--- src/rtl/pipe_hazard_ctrl.sv ---
`default_nettype none
// ============================================================================
// Module   : pipe_hazard_ctrl
// Brief    : Scoreboard-based stall/bubble/flush controller for the in-order
//            pipeline, with a saturating stall counter. The compile-time macro
//            PIPE_HAZARD_FWD_EN enables forwarding select and load-use-only stalls.
// Revision : 1.0 - initial release
// ============================================================================
module pipe_hazard_ctrl #(
    parameter int NUM_STAGES     = 3,
    parameter int REG_AW         = 5,
    parameter int LOAD_RDY_STAGE = 1,
    parameter int FLUSH_CYCLES   = 1,
    parameter int CNT_W          = 16
) (
    input  logic                              clk,
    input  logic                              reset,
    input  logic                              id_valid_i,
    input  logic [REG_AW-1:0]                 id_rs1_i,
    input  logic [REG_AW-1:0]                 id_rs2_i,
    input  logic                              id_use_rs1_i,
    input  logic                              id_use_rs2_i,
    input  logic [REG_AW-1:0]                 id_rd_i,
    input  logic                              id_rf_w_en_i,
    input  logic                              id_is_load_i,
    input  logic                              br_taken_i,
    input  logic                              ext_stall_i,
    output logic                              stall_o,
    output logic                              bubble_o,
    output logic                              flush_o,
    output logic [$clog2(NUM_STAGES+1)-1:0]   fwd_a_o,
    output logic [$clog2(NUM_STAGES+1)-1:0]   fwd_b_o,
    output logic [CNT_W-1:0]                  stall_cnt_o
);

    localparam int FWD_W = $clog2(NUM_STAGES + 1);
    localparam int FC_W  = $clog2(FLUSH_CYCLES + 1);
`ifdef PIPE_HAZARD_FWD_EN
    localparam bit C_FWD_EN = 1'b1;
`else
    localparam bit C_FWD_EN = 1'b0;
`endif

    logic [NUM_STAGES-1:0]             r_vld;
    logic [NUM_STAGES-1:0]             r_ld;
    logic [NUM_STAGES-1:0][REG_AW-1:0] r_rd;
    logic [FC_W-1:0]                   r_fcnt;
    logic [CNT_W-1:0]                  r_cnt;

    logic             w_hit_a, w_hit_b;
    logic             w_blk_a, w_blk_b;
    logic [FWD_W-1:0] w_sel_a, w_sel_b;
    logic             w_hazard, w_kill, w_hz, w_accept;

    // Scan oldest to youngest so the youngest match is the one left standing.
    // A match blocks ID always without forwarding, or only for a load still
    // short of its forwardable stage with forwarding.
    always_comb begin
        w_hit_a = 1'b0;
        w_hit_b = 1'b0;
        w_blk_a = 1'b0;
        w_blk_b = 1'b0;
        w_sel_a = '0;
        w_sel_b = '0;
        for (int k = NUM_STAGES - 1; k >= 0; k--) begin
            if (id_use_rs1_i && (id_rs1_i != '0) && r_vld[k] && (r_rd[k] == id_rs1_i)) begin
                w_hit_a = 1'b1;
                w_sel_a = FWD_W'(k + 1);
                w_blk_a = !C_FWD_EN || (r_ld[k] && (k < LOAD_RDY_STAGE));
            end
            if (id_use_rs2_i && (id_rs2_i != '0) && r_vld[k] && (r_rd[k] == id_rs2_i)) begin
                w_hit_b = 1'b1;
                w_sel_b = FWD_W'(k + 1);
                w_blk_b = !C_FWD_EN || (r_ld[k] && (k < LOAD_RDY_STAGE));
            end
        end
    end

    assign w_hazard = w_blk_a | w_blk_b;
    assign w_kill   = (r_fcnt != '0);
    assign w_hz     = id_valid_i & ~w_kill & w_hazard;
    assign w_accept = br_taken_i & id_valid_i & ~w_hz & ~w_kill & ~ext_stall_i;

    assign stall_o     = w_hz;
    assign bubble_o    = w_hz | w_kill;
    assign flush_o     = w_kill;
    assign stall_cnt_o = r_cnt;
    assign fwd_a_o     = (C_FWD_EN && w_hit_a && !w_hazard) ? w_sel_a : '0;
    assign fwd_b_o     = (C_FWD_EN && w_hit_b && !w_hazard) ? w_sel_b : '0;

    always_ff @(posedge clk or negedge reset) begin
        if (!reset) begin
            r_vld  <= '0;
            r_ld   <= '0;
            r_rd   <= '0;
            r_fcnt <= '0;
            r_cnt  <= '0;
        end else if (!ext_stall_i) begin
            for (int k = 1; k < NUM_STAGES; k++) begin
                r_vld[k] <= r_vld[k-1];
                r_ld[k]  <= r_ld[k-1];
                r_rd[k]  <= r_rd[k-1];
            end
            r_vld[0] <= id_valid_i & ~bubble_o & id_rf_w_en_i & (id_rd_i != '0);
            r_ld[0]  <= id_is_load_i;
            r_rd[0]  <= id_rd_i;
            if (w_accept) begin
                r_fcnt <= FC_W'(FLUSH_CYCLES);
            end else if (w_kill) begin
                r_fcnt <= r_fcnt - 1'b1;
            end
            if (w_hz && (r_cnt != '1)) begin
                r_cnt <= r_cnt + 1'b1;
            end
        end
    end

endmodule
`default_nettype wire

--- config.mk ---
export PLATFORM = sky130hd
export DESIGN_NAME = pipe_hazard_ctrl
export DESIGN_NICKNAME = d
export VERILOG_FILES = /design/src/rtl/pipe_hazard_ctrl.sv
export SDC_FILE = /design/constraint.sdc
export NUM_CORES = 1
export LEC_CHECK = 0
export CORE_UTILIZATION = 51
export DETAILED_ROUTE_END_ITERATION = 7
export GPL_ROUTABILITY_DRIVEN = 0
export PLACE_DENSITY = 0.81
export RECOVER_POWER = 50
export SYNTH_ARGS = -nofsm -noshare
export SYNTH_HDL_FRONTEND = slang
export SYNTH_SLANG_ARGS = --single-unit
--- constraint.sdc ---
create_clock -name clk -period 5.1 [get_ports clk]
set_input_delay 0.765 -clock clk [delete_from_list [all_inputs] [get_ports clk]]
set_output_delay 0.765 -clock clk [all_outputs]
set_load 0.01 [all_outputs]
==> metrics.md, run 1 <==
| Metric | Value |
|---|---|
| Initial DRC count | 33 |
| Ys Warns | 0 |
| Hold crit path type | reg -> reg |
| Fraction of layout cells with a size suffix above 1 | 14.29% |
| Largest net degree at the start of global routing | 36 |
| Num Clock Sinks | 35 |
| Core box area | 0.003716 mm² |
| Yosys reg bits | 35 |
| Max Cap Viol | 1 |
| Final setup vio count | 0 |
| Critical-path cell list | clkdlybuf4s50_1 -> xor2_1 -> nor4_1 -> nand3_1 -> a31oi_4 -> nor2_1 -> nor2_1 -> clkdlybuf4s50_1 |
| CP endpoint kind | output pin |
| Final Util | 67.27% |
| Via density | 5.775 |
| Setup Skew | 0.003700 ns |
| Avg Inst Size Synth | 11.94 µm² |
| # IOs | 47 |
| Die area | 0.004187 mm² |
| Skew-Pair Late Insertion Delay | 0.28 ns |
| Setup Crit Path Kind | in -> out |
| CP required | 4.34 ns |
| Drc violations | 0 |
| Worst stage delay on the critical path | 0.54 ns |
| Post-Syn Area | 0.002006 mm² |
| FP Rows | 22 |
| Fmax | 242.9 MHz |
| Register area share after synthesis | 43.67% |
| Hold Path Origin | stall_cnt_o[10]$_DFFE_PN0P_ |
| Tmin final | 4.116 ns |
| Syn Inst Count | 168 |
| R2R Path Start | stall_cnt_o[0]$_DFFE_PN0P_ |
| Post-CTS Hold Buffers | 0 |
| Final global-route overflow total | 0 |
| Worst Hold Path EP | stall_cnt_o[10]$_DFFE_PN0P_ |
| Hold depth | 1 |
| Post-synth top area share | 43.67% |
| CTS tree | done |
| Slowest stage cell, crit path | clkdlybuf4s50_1 |
| Slew headroom | -25.13% |
| Die Ht | 64.71 µm |
| R2r worst-path depth | 6 |
| First-pass GRT wire length | 7355 µm |
| Worst slew pin tran | 1.877 ns |
| Peak supply drop | 200.6 µV |
| Layout Nets | 236 |
| Final cell count without fillers | 258 |
| CTS resizes | 0 |
| H-tree depth | 2 |
| Width of the chip | 64.71 µm |
| Starting density of the core | 53.97% |
| Filler cells | 289 |
| WHS | 0.4961 ns |
| TNS Setup | 0 ns |
| WP data arrival | 3.35 ns |
| Clk slew on worst S/H paths | 0.06 ns |
| Total CTS buffers | 5 |
| RSZ-0062 raised after global routing | no |
| CTS max path bufs | 2 |
| Crit Path Max Fanout | 17 |
| Status | complete, but fails checks |
| R2R setup slack | 2.66 ns |
| CP top delay family | buffers and inverters |
| Worst setup SP type | input port |
| Diode count | 0 |
| I/O Buffers | 41 |
| Power Density | 256.8 mW/mm² |
| Syn-to-layout area delta | 24.64% |
| Placed instance count | 252 |
| Total GRT Usage | 23.29% |
| Clock root cell | clkbuf_8 |
| R2R Path End | stall_cnt_o[1]$_DFFE_PN0P_ |
| Vias in the first global route | 1546 |
| Failing checks | max-capacitance violations, max-slew violations |
| Vias post-DR | 1490 |
| Synth area leader | dfrtp_1 |
| Top post-synthesis cells by area | dfrtp_1 44%, xor2_1 10%, mux2_2 9.5%, xnor2_1 9.2%, o211ai_1 3.0% |
| Worst Path Buf+Inv | 2 |
| Initial antenna violation count | 0 |
| Final Cycle Share | 80.71% |
| Routed wire length | 4277 µm |
| Final hold vios | 0 |
| Final antenna-violating net count | 0 |
| Average wire per standard cell | 16.58 µm |
| Post-CTS Setup Inserts | 0 |
| Distinct cells, synth | 32 |
| Drt pass-1 iters | 4 |
| HPWL Detailed | 3135 µm |
| Leak Pwr | 0.001036 µW |
| Max Slew Vio Count | 36 |
-- state kept, by name (all words and copies together) (netlist names) --
| register | flops |
|---|---|
| flush_o | 1 |
| r_rd | 15 |
| r_vld | 3 |
| stall_cnt_o | 16 |
-- power breakdown --
group / switching (µW) / leakage [µW] / internal, µW
clock: 91.0 / 0.0000371 / 90.9
sequential: 31.7 / 0.000452 / 303
combinational: 54.4 / 0.000547 / 70.7
-- final cells by class --
type | instances | area [µm²] | area share (%)
tap | 48 | 60.06 | 2.402
clock buffer | 6 | 72.57 | 2.903
timing repair buffer | 42 | 414.1 | 16.57
sequential | 35 | 875.8 | 35.04
inverter | 1 | 3.754 | 0.1502
multi-input combinational | 126 | 1074 | 42.94
-- logic make-up (layout without fill, tap and decap cells) --
kind of cell / Yosys count / in the layout / synth area share (%)
XOR/XNOR: 45 / 45 / 19.65
adder cells (fa/ha/maj): 1 / 1 / 0.6237
buffers and inverters: 10 / 49 / 3.368
multiplexers: 18 / 18 / 10.11
other: 1 / 4 / 0.1870
AND/OR/NAND/NOR: 34 / 34 / 10.54
AO/OA/AOI/OAI: 24 / 24 / 11.85
flip-flops: 35 / 35 / 43.67
-- per-stage QoR --
stage	setup slack, ns	total power, µW	cell area (µm²)
floorplan	2.308	409.3	2017
global placement	1.035	458.6	2431
detailed placement	1.008	466.4	2431
CTS	0.9993	651.3	2504
global route	0.8492	676.1	2500
finish	0.9835	641.9	2500
-- metal layers --
metal / wire length (µm) / track usage [%] / vias to the layer above
met5: 0 / 0 / -
met4: 63 / 6.667 / 0
met3: 158 / 4.754 / 7
met2: 2226 / 42.19 / 47
met1: 1829 / 27.48 / 743
li1: - / - / 693
-- worst max-delay path by stage --
stage | from | endpoint | cells after the start
after global routing | id_rs2_i[4] | bubble_o | 8
after floorplan | id_rs2_i[3] | stall_o | 7
after detailed placement | id_rs2_i[4] | stall_o | 8
after global placement | id_rs2_i[1] | stall_o | 8
final | id_rs2_i[4] | stall_o | 8
after CTS | id_rs2_i[4] | stall_o | 8
-- cells in the final DEF (no fill, tap or decap), drive strengths merged --
cell,Yosys,layout
and4,2,2
clkdlybuf4s50,0,31
xor2,24,24
o2111ai,6,6
nor4,6,6
a32o,1,1
o211ai,8,8
dlygate4sd3,0,10
nor2,4,4
nand2b,2,2
clkbuf,0,7
ha,1,1
xnor2,21,21
o311a,1,1
inv,1,1
and3,9,9
nand2,1,1
dfrtp,35,35
conb,1,4
or3,1,1
nand3,7,7
a311oi,1,1
mux2,18,18
a22o,1,1
or4,2,2
o21ai,4,4
a31oi,2,2
-- synthesized netlist by cell type --
cell       count
dfrtp_1       35
xor2_1        24
xnor2_1       21
mux2_2        17
o211ai_1       8
and3_1         7
nand3_1        7
buf_4          6
nor4_1         6
o2111ai_1      6
nor2_1         4
a31oi_4        2
and3_4         2
buf_1          2
nand2b_1       2
o21ai_2        2
or4_1          2
a22o_1         1
a311oi_4       1
a32o_1         1
and4_1         1
and4_4         1
buf_6          1
conb_1         1
ha_1           1
inv_1          1
mux2_1         1
nand2_1        1
o21ai_0        1
o21ai_1        1
o311a_1        1
or3_1          1
No activity file was read; power rests on OpenSTA's default activity.
==> run 2, diff against run 1 <==
--- a/config.mk
+++ b/config.mk
@@ -5,10 +5,10 @@
 export SDC_FILE = /design/constraint.sdc
 export NUM_CORES = 1
 export LEC_CHECK = 0
-export CORE_UTILIZATION = 51
+export CORE_UTILIZATION = 50
 export DETAILED_ROUTE_END_ITERATION = 7
 export GPL_ROUTABILITY_DRIVEN = 0
-export PLACE_DENSITY = 0.81
+export PLACE_DENSITY = 0.8
 export RECOVER_POWER = 50
 export SYNTH_ARGS = -nofsm -noshare
 export SYNTH_HDL_FRONTEND = slang
==> constraint.sdc (replaced) <==
create_clock -name clk -period 3.97 [get_ports clk]
set_input_delay 0.5955 -clock clk [delete_from_list [all_inputs] [get_ports clk]]
set_output_delay 0.5955 -clock clk [all_outputs]
set_load 0.01 [all_outputs]
==> metrics.md, run 2 (same netlist as run 1, synthesis figures left out) <==
| Metric | Value |
|---|---|
| Status | complete, but fails checks |
| Failing checks | max-capacitance violations, max-slew violations |
| Setup Crit Path Kind | in -> out |
| Setup Skew | 0.006992 ns (+0.003291 ns) |
| WP data arrival | 2.83 ns (-0.52 ns) |
| Final instance area | 0.002545 mm² (+1.8%) |
| Initial antenna violation count | 0 (unchanged) |
| Die Ht | 65.34 µm (+0.97%) |
| Power Density | 340.8 mW/mm² (+33%) |
| Core box area | 0.003744 mm² (+0.74%) |
| # IOs | 47 (unchanged) |
| Area after DPL | 0.002454 mm² (+0.93%) |
| R2R Path Start | stall_cnt_o[0]$_DFFE_PN0P_ |
| Commonest cells after routing, fill and taps aside | 39 x clkdlybuf4s50_1, 35 x dfrtp_1, 24 x xor2_1 |
| Final setup vio count | 0 (unchanged) |
| Final antenna-violating net count | 0 (unchanged) |
| Post-CTS Setup Inserts | 0 (unchanged) |
| Starting density of the core | 53.58% (-0.40 points) |
| Max Slew Vio Count | 36 (unchanged) |
| I/O Buffers | 41 (unchanged) |
| Skew-Pair Late Insertion Delay | 0.29 ns (about the same) |
| Drc violations | 0 (unchanged) |
| Width of the chip | 65.34 µm (+0.97%) |
| CTS resizes | 0 (unchanged) |
| H-tree depth | 2 (unchanged) |
| Final Cycle Share | 86.39% |
| Largest net degree at the start of global routing | 36 (unchanged) |
| Fraction of layout cells with a size suffix above 1 | 16.28% (+2.0 points) |
| Worst slew pin tran | 1.844 ns (-0.03316 ns) |
| Slew headroom | -22.92% (+2.2 points) |
| Layout Nets | 239 (+1.3%) |
| Leading cell type in the layout, fill and taps excluded | clkdlybuf4s50_1 |
| Diode count | 0 (unchanged) |
| CTS max path bufs | 2 (unchanged) |
| R2R Path End | stall_cnt_o[1]$_DFFE_PN0P_ |
| TNS Setup | 0 ns (unchanged) |
| R2R setup slack | 1.45 ns (-1.21 ns) |
| Final cell count without fillers | 263 (+1.9%) |
| Hold Path Origin | stall_cnt_o[14]$_DFFE_PN0P_ |
| RSZ-0062 raised after global routing | no |
| Final global-route overflow total | 0 (unchanged) |
| Final hold vios | 0 (unchanged) |
| Tmin final | 3.430 ns |
| Drt pass-1 iters | 4 (unchanged) |
| Placed instance count | 255 (+1.2%) |
| Total CTS buffers | 5 (unchanged) |
| Post-CTS Hold Buffers | 0 (unchanged) |
| Worst Hold Path EP | stall_cnt_o[14]$_DFFE_PN0P_ |
| Initial DRC count | 41 (+24%) |
| Via density | 5.551 (-3.9%) |
| Average wire per standard cell | 16.20 µm (-2.3%) |
| WHS | 0.5020 ns (+0.005917 ns) |
| Die area | 0.004269 mm² (+1.9%) |
| Hold crit path type | reg -> reg |
| Total GRT Usage | 22.33% (-0.96 points) |
| CTS tree | done |
| Clock root cell | clkbuf_8 |
| R2r worst-path depth | 6 (unchanged) |
| Routed wire length | 4261 µm (-0.37%) |
| Dpl ws | 0.5305 ns (-0.4777 ns) |
| Vias post-DR | 1460 (-2.0%) |
| Worst setup SP type | input port |
| CP required | 3.37 ns (-0.97 ns) |
| Leak Pwr | 0.001028 µW (-0.81%) |
| Crit Path Max Fanout | 4 (-13) |
| Peak supply drop | 224.2 µV (+12%) |
| Worst Setup Slack, final | 0.5404 ns (-0.4431 ns) |
| Clk slew on worst S/H paths | 0.08 ns (+0.02 ns) |
| Vias in the first global route | 1473 (-4.7%) |
| Hold depth | 1 (unchanged) |
| Num Clock Sinks | 35 (unchanged) |
| Max Cap Viol | 1 (unchanged) |
| Syn-to-layout area delta | 26.89% |
| First-pass GRT wire length | 7127 µm (-3.1%) |
| Largest register FFs | 16 (unchanged) |
| Crit. Startpoint | id_rs2_i[4] |
| FP Rows | 22 (unchanged) |
| Fmax | 291.6 MHz |
| CP endpoint kind | output pin |
| HPWL Detailed | 3158 µm (+0.74%) |
## run 2: worst max-delay path by stage
| stage | to | slack, ns |
|---|---|---|
| after floorplan | stall_o | 1.52 |
| after global placement | stall_o | 0.59 |
| after detailed placement | bubble_o | 0.53 |
| after CTS | stall_o | 0.52 |
| after global routing | stall_o | 0.39 |
| final | stall_o | 0.54 |
## run 2: metrics by stage
step	power, µW	utilization, %
global placement	589.7	65.54
global route	907.6	67.98
finish	867.2	67.98
CTS	878.2	68.18
detailed placement	599.6	65.54
floorplan	525.8	-
## run 2: layout make-up
cell class              count  area [µm²]
inverters                   1       3.754
multi-input cells         126        1074
repair buffers             45       432.9
well taps                  48       60.06
flip-flops and latches     35       875.8
clock inverters             2       16.27
fillers                   305        1199
clock buffers               6       82.58
## run 2: per-layer routing
| metal | vias up | GRT usage, % | part of all wire, % |
|---|---|---|---|
| met5 | - | 0 | 0 |
| met4 | 0 | 6.793 | 0.87 |
| met3 | 6 | 5.035 | 4.3 |
| met2 | 43 | 34.92 | 47 |
| met1 | 712 | 30.70 | 47 |
| li1 | 699 | - | - |
## run 2: critical path, cell delays in order
cell and delay (ns):
clkdlybuf4s50_1 0.52, xor2_1 0.20, nor4_1 0.36, nand3_1 0.18, a31oi_4 0.21, nor2_1 0.11, nor2_1 0.11, clkdlybuf4s50_1 0.55
## run 2: where the power goes
part	internal [µW]	switching, µW	leakage (µW)
logic	92.0	68.7	0.000528
clock network	142	136	0.0000474
registers	389	40.5	0.000452
==> run 3, diff against run 2 <==
--- a/config.mk
+++ b/config.mk
@@ -5,11 +5,14 @@
 export SDC_FILE = /design/constraint.sdc
 export NUM_CORES = 1
 export LEC_CHECK = 0
-export CORE_UTILIZATION = 50
+export CELL_PAD_IN_SITES_DETAIL_PLACEMENT = 1
+export CELL_PAD_IN_SITES_GLOBAL_PLACEMENT = 2
+export CORE_UTILIZATION = 32
 export DETAILED_ROUTE_END_ITERATION = 7
 export GPL_ROUTABILITY_DRIVEN = 0
-export PLACE_DENSITY = 0.8
+export PLACE_DENSITY_LB_ADDON = 0.1
 export RECOVER_POWER = 50
+export SKIP_LAST_GASP = 1
 export SYNTH_ARGS = -nofsm -noshare
 export SYNTH_HDL_FRONTEND = slang
 export SYNTH_SLANG_ARGS = --single-unit
==> metrics.md, run 3 (same netlist as run 1, synthesis figures left out) <==
| Metric | Value |
|---|---|
| Leading cell type in the layout, fill and taps excluded | clkdlybuf4s50_1 |
| Max Cap Viol | 1 (unchanged) |
| Final Total Pwr | 980.4 µW (+13%) |
| RSZ-0062 raised after global routing | no |
| Total GRT Usage | 16.90% (-5.4 points) |
| Worst Hold Path EP | stall_cnt_o[10]$_DFFE_PN0P_ |
| Worst slew pin tran | 1.948 ns (+0.1043 ns) |
| Area of the multi-input gates | 0.001074 mm² (unchanged) |
| Filler cells | 649 (+110%) |
| CTS max path bufs | 2 (unchanged) |
| R2R setup slack | 1.49 ns (+0.04 ns) |
| Peak supply drop | 148.0 µV (-34%) |
| CTS tree | done |
| Failing checks | max-capacitance violations, max-slew violations |
| Syn-to-layout area delta | 30.44% |
| Vias in the first global route | 1571 (+6.7%) |
| Largest register FFs | 16 (unchanged) |
| Worst Path Buf+Inv | 2 (unchanged) |
| Status | complete, but fails checks |
| Leak Pwr | 0.001045 µW (+1.7%) |
| Clk slew on worst S/H paths | 0.07 ns (about the same) |
| Setup Skew | 0.005236 ns (-0.001755 ns) |
| Final global-route overflow total | 0 (unchanged) |
| Starting density of the core | 33.48% (-20 points) |
| Total CTS buffers | 5 (unchanged) |
| Clock root cell | clkbuf_8 |
| Average wire per standard cell | 17.26 µm (+6.5%) |
| Worst stage delay on the critical path | 0.55 ns (about the same) |
| Die area | 0.006589 mm² (+54%) |
| R2R Path End | stall_cnt_o[1]$_DFFE_PN0P_ |
| Crit Path Max Fanout | 4 (unchanged) |
| Vias post-DR | 1469 (+0.62%) |
| Fmax | 274.0 MHz (-6.0%) |
| Drc violations | 0 (unchanged) |
| Final Cycle Share | 91.91% (+5.5 points) |
| Final cell count without fillers | 290 (+10%) |
| Dpl ws | 0.3255 ns (-0.2050 ns) |
| Slew headroom | -29.87% (-7.0 points) |
| FP Rows | 28 (+27%) |
| CP endpoint kind | output pin |
| Drt pass-1 iters | 4 (unchanged) |
| Worst setup SP type | input port |
| Diode count | 0 (unchanged) |
| Setup Crit Path Kind | in -> out |
| Skew-Pair Late Insertion Delay | 0.29 ns (about the same) |
| Storage cell area | 875.8 µm² (unchanged) |
| Final hold vios | 0 (unchanged) |
| WP data arrival | 3.05 ns (+0.22 ns) |
| Die Ht | 81.17 µm (+24%) |
| Initial DRC count | 40 (-2.4%) |
| CTS resizes | 0 (unchanged) |
| Fraction of layout cells with a size suffix above 1 | 16.28% (unchanged) |
| Width of the chip | 81.17 µm (+24%) |
| Post-CTS Hold Buffers | 0 (unchanged) |
| Hold depth | 1 (unchanged) |
| CP required | 3.37 ns (about the same) |
| Num Clock Sinks | 35 (unchanged) |
| Final antenna-violating net count | 0 (unchanged) |
| TNS Setup | 0 ns (unchanged) |
| Commonest cells after routing, fill and taps aside | 39 x clkdlybuf4s50_1, 35 x dfrtp_1, 24 x xor2_1 |
| Initial antenna violation count | 0 (unchanged) |
| Routed wire length | 5005 µm (+17%) |
| Core box area | 0.005991 mm² (+60%) |
| Max Slew Vio Count | 36 (unchanged) |
| Worst Setup Slack, final | 0.3210 ns (-0.2194 ns) |
| Largest net degree at the start of global routing | 36 (unchanged) |
| # IOs | 47 (unchanged) |
| WHS | 0.5171 ns (+0.01506 ns) |
| Tmin final | 3.649 ns (+0.2194 ns) |
| Placed instance count | 282 (+11%) |
| HPWL Detailed | 3717 µm (+18%) |
| Final setup vio count | 0 (unchanged) |
| R2r worst-path depth | 6 (unchanged) |
| H-tree depth | 2 (unchanged) |
| Hold crit path type | reg -> reg |
| Via density | 5.066 (-8.8%) |
| First-pass GRT wire length | 8176 µm (+15%) |
| Power Density | 374.7 mW/mm² (+10%) |
| Layout Nets | 239 (unchanged) |
| I/O Buffers | 41 (unchanged) |
| Critical-path cell list | clkdlybuf4s50_1 -> xor2_1 -> nor4_1 -> nand3_1 -> a31oi_4 -> nor2_1 -> nor2_1 -> clkdlybuf4s50_1 |
| CP top delay family | buffers and inverters |
| Hold Path Origin | stall_cnt_o[10]$_DFFE_PN0P_ |
| Post-CTS Setup Inserts | 0 (unchanged) |
| Slowest stage cell, crit path | clkdlybuf4s50_1 |
| R2R Path Start | stall_cnt_o[0]$_DFFE_PN0P_ |
-- run 3: stage by stage --
stage,utilization [%],instance area (µm²)
floorplan,-,2017
global placement,41.52,2487
detailed placement,41.52,2487
CTS,43.80,2624
global route,43.67,2616
finish,43.67,2616
-- run 3: how the worst max path moves through the flow --
stage,cells after the start,slack [ns],from,to
floorplan,7,1.52,id_rs2_i[3],stall_o
global placement,8,0.47,id_rs2_i[3],stall_o
detailed placement,8,0.33,id_rs2_i[1],stall_o
CTS,8,0.31,id_rs2_i[1],stall_o
global route,8,0.25,id_rs2_i[1],stall_o
finish,8,0.32,id_rs2_i[1],stall_o
-- run 3: cell type report --
type	instances	area share [%]
flip-flops and latches	35	33.48
multi-input cells	126	41.03
repair buffers	45	16.55
inverters	1	0.1435
well taps	75	3.587
clock inverters	3	2.582
clock buffers	5	2.630
-- run 3: metal layers --
layer  up-vias  GRT usage (%)  share of wire (%)
li1        697              -                  -
met1       726          20.49                 43
met2        39          28.82                 51
met3         7          3.371                3.9
met4         0          7.500                2.0
met5         -              0                  0
-- run 3: worst reg2reg max path, delay by kind of cell (launching register included) --
family | cells | cell delay, ns
fa+ha+maj | 1 | 0.25
compound gates | 2 | 0.87
mux | 1 | 0.34
simple gates | 2 | 0.49
flops | 1 | 0.43
-- run 3: where the power goes --
part | internal [µW] | switching, µW
registers | 389 | 42.1
logic | 92.5 | 72.5
clock network | 250 | 134
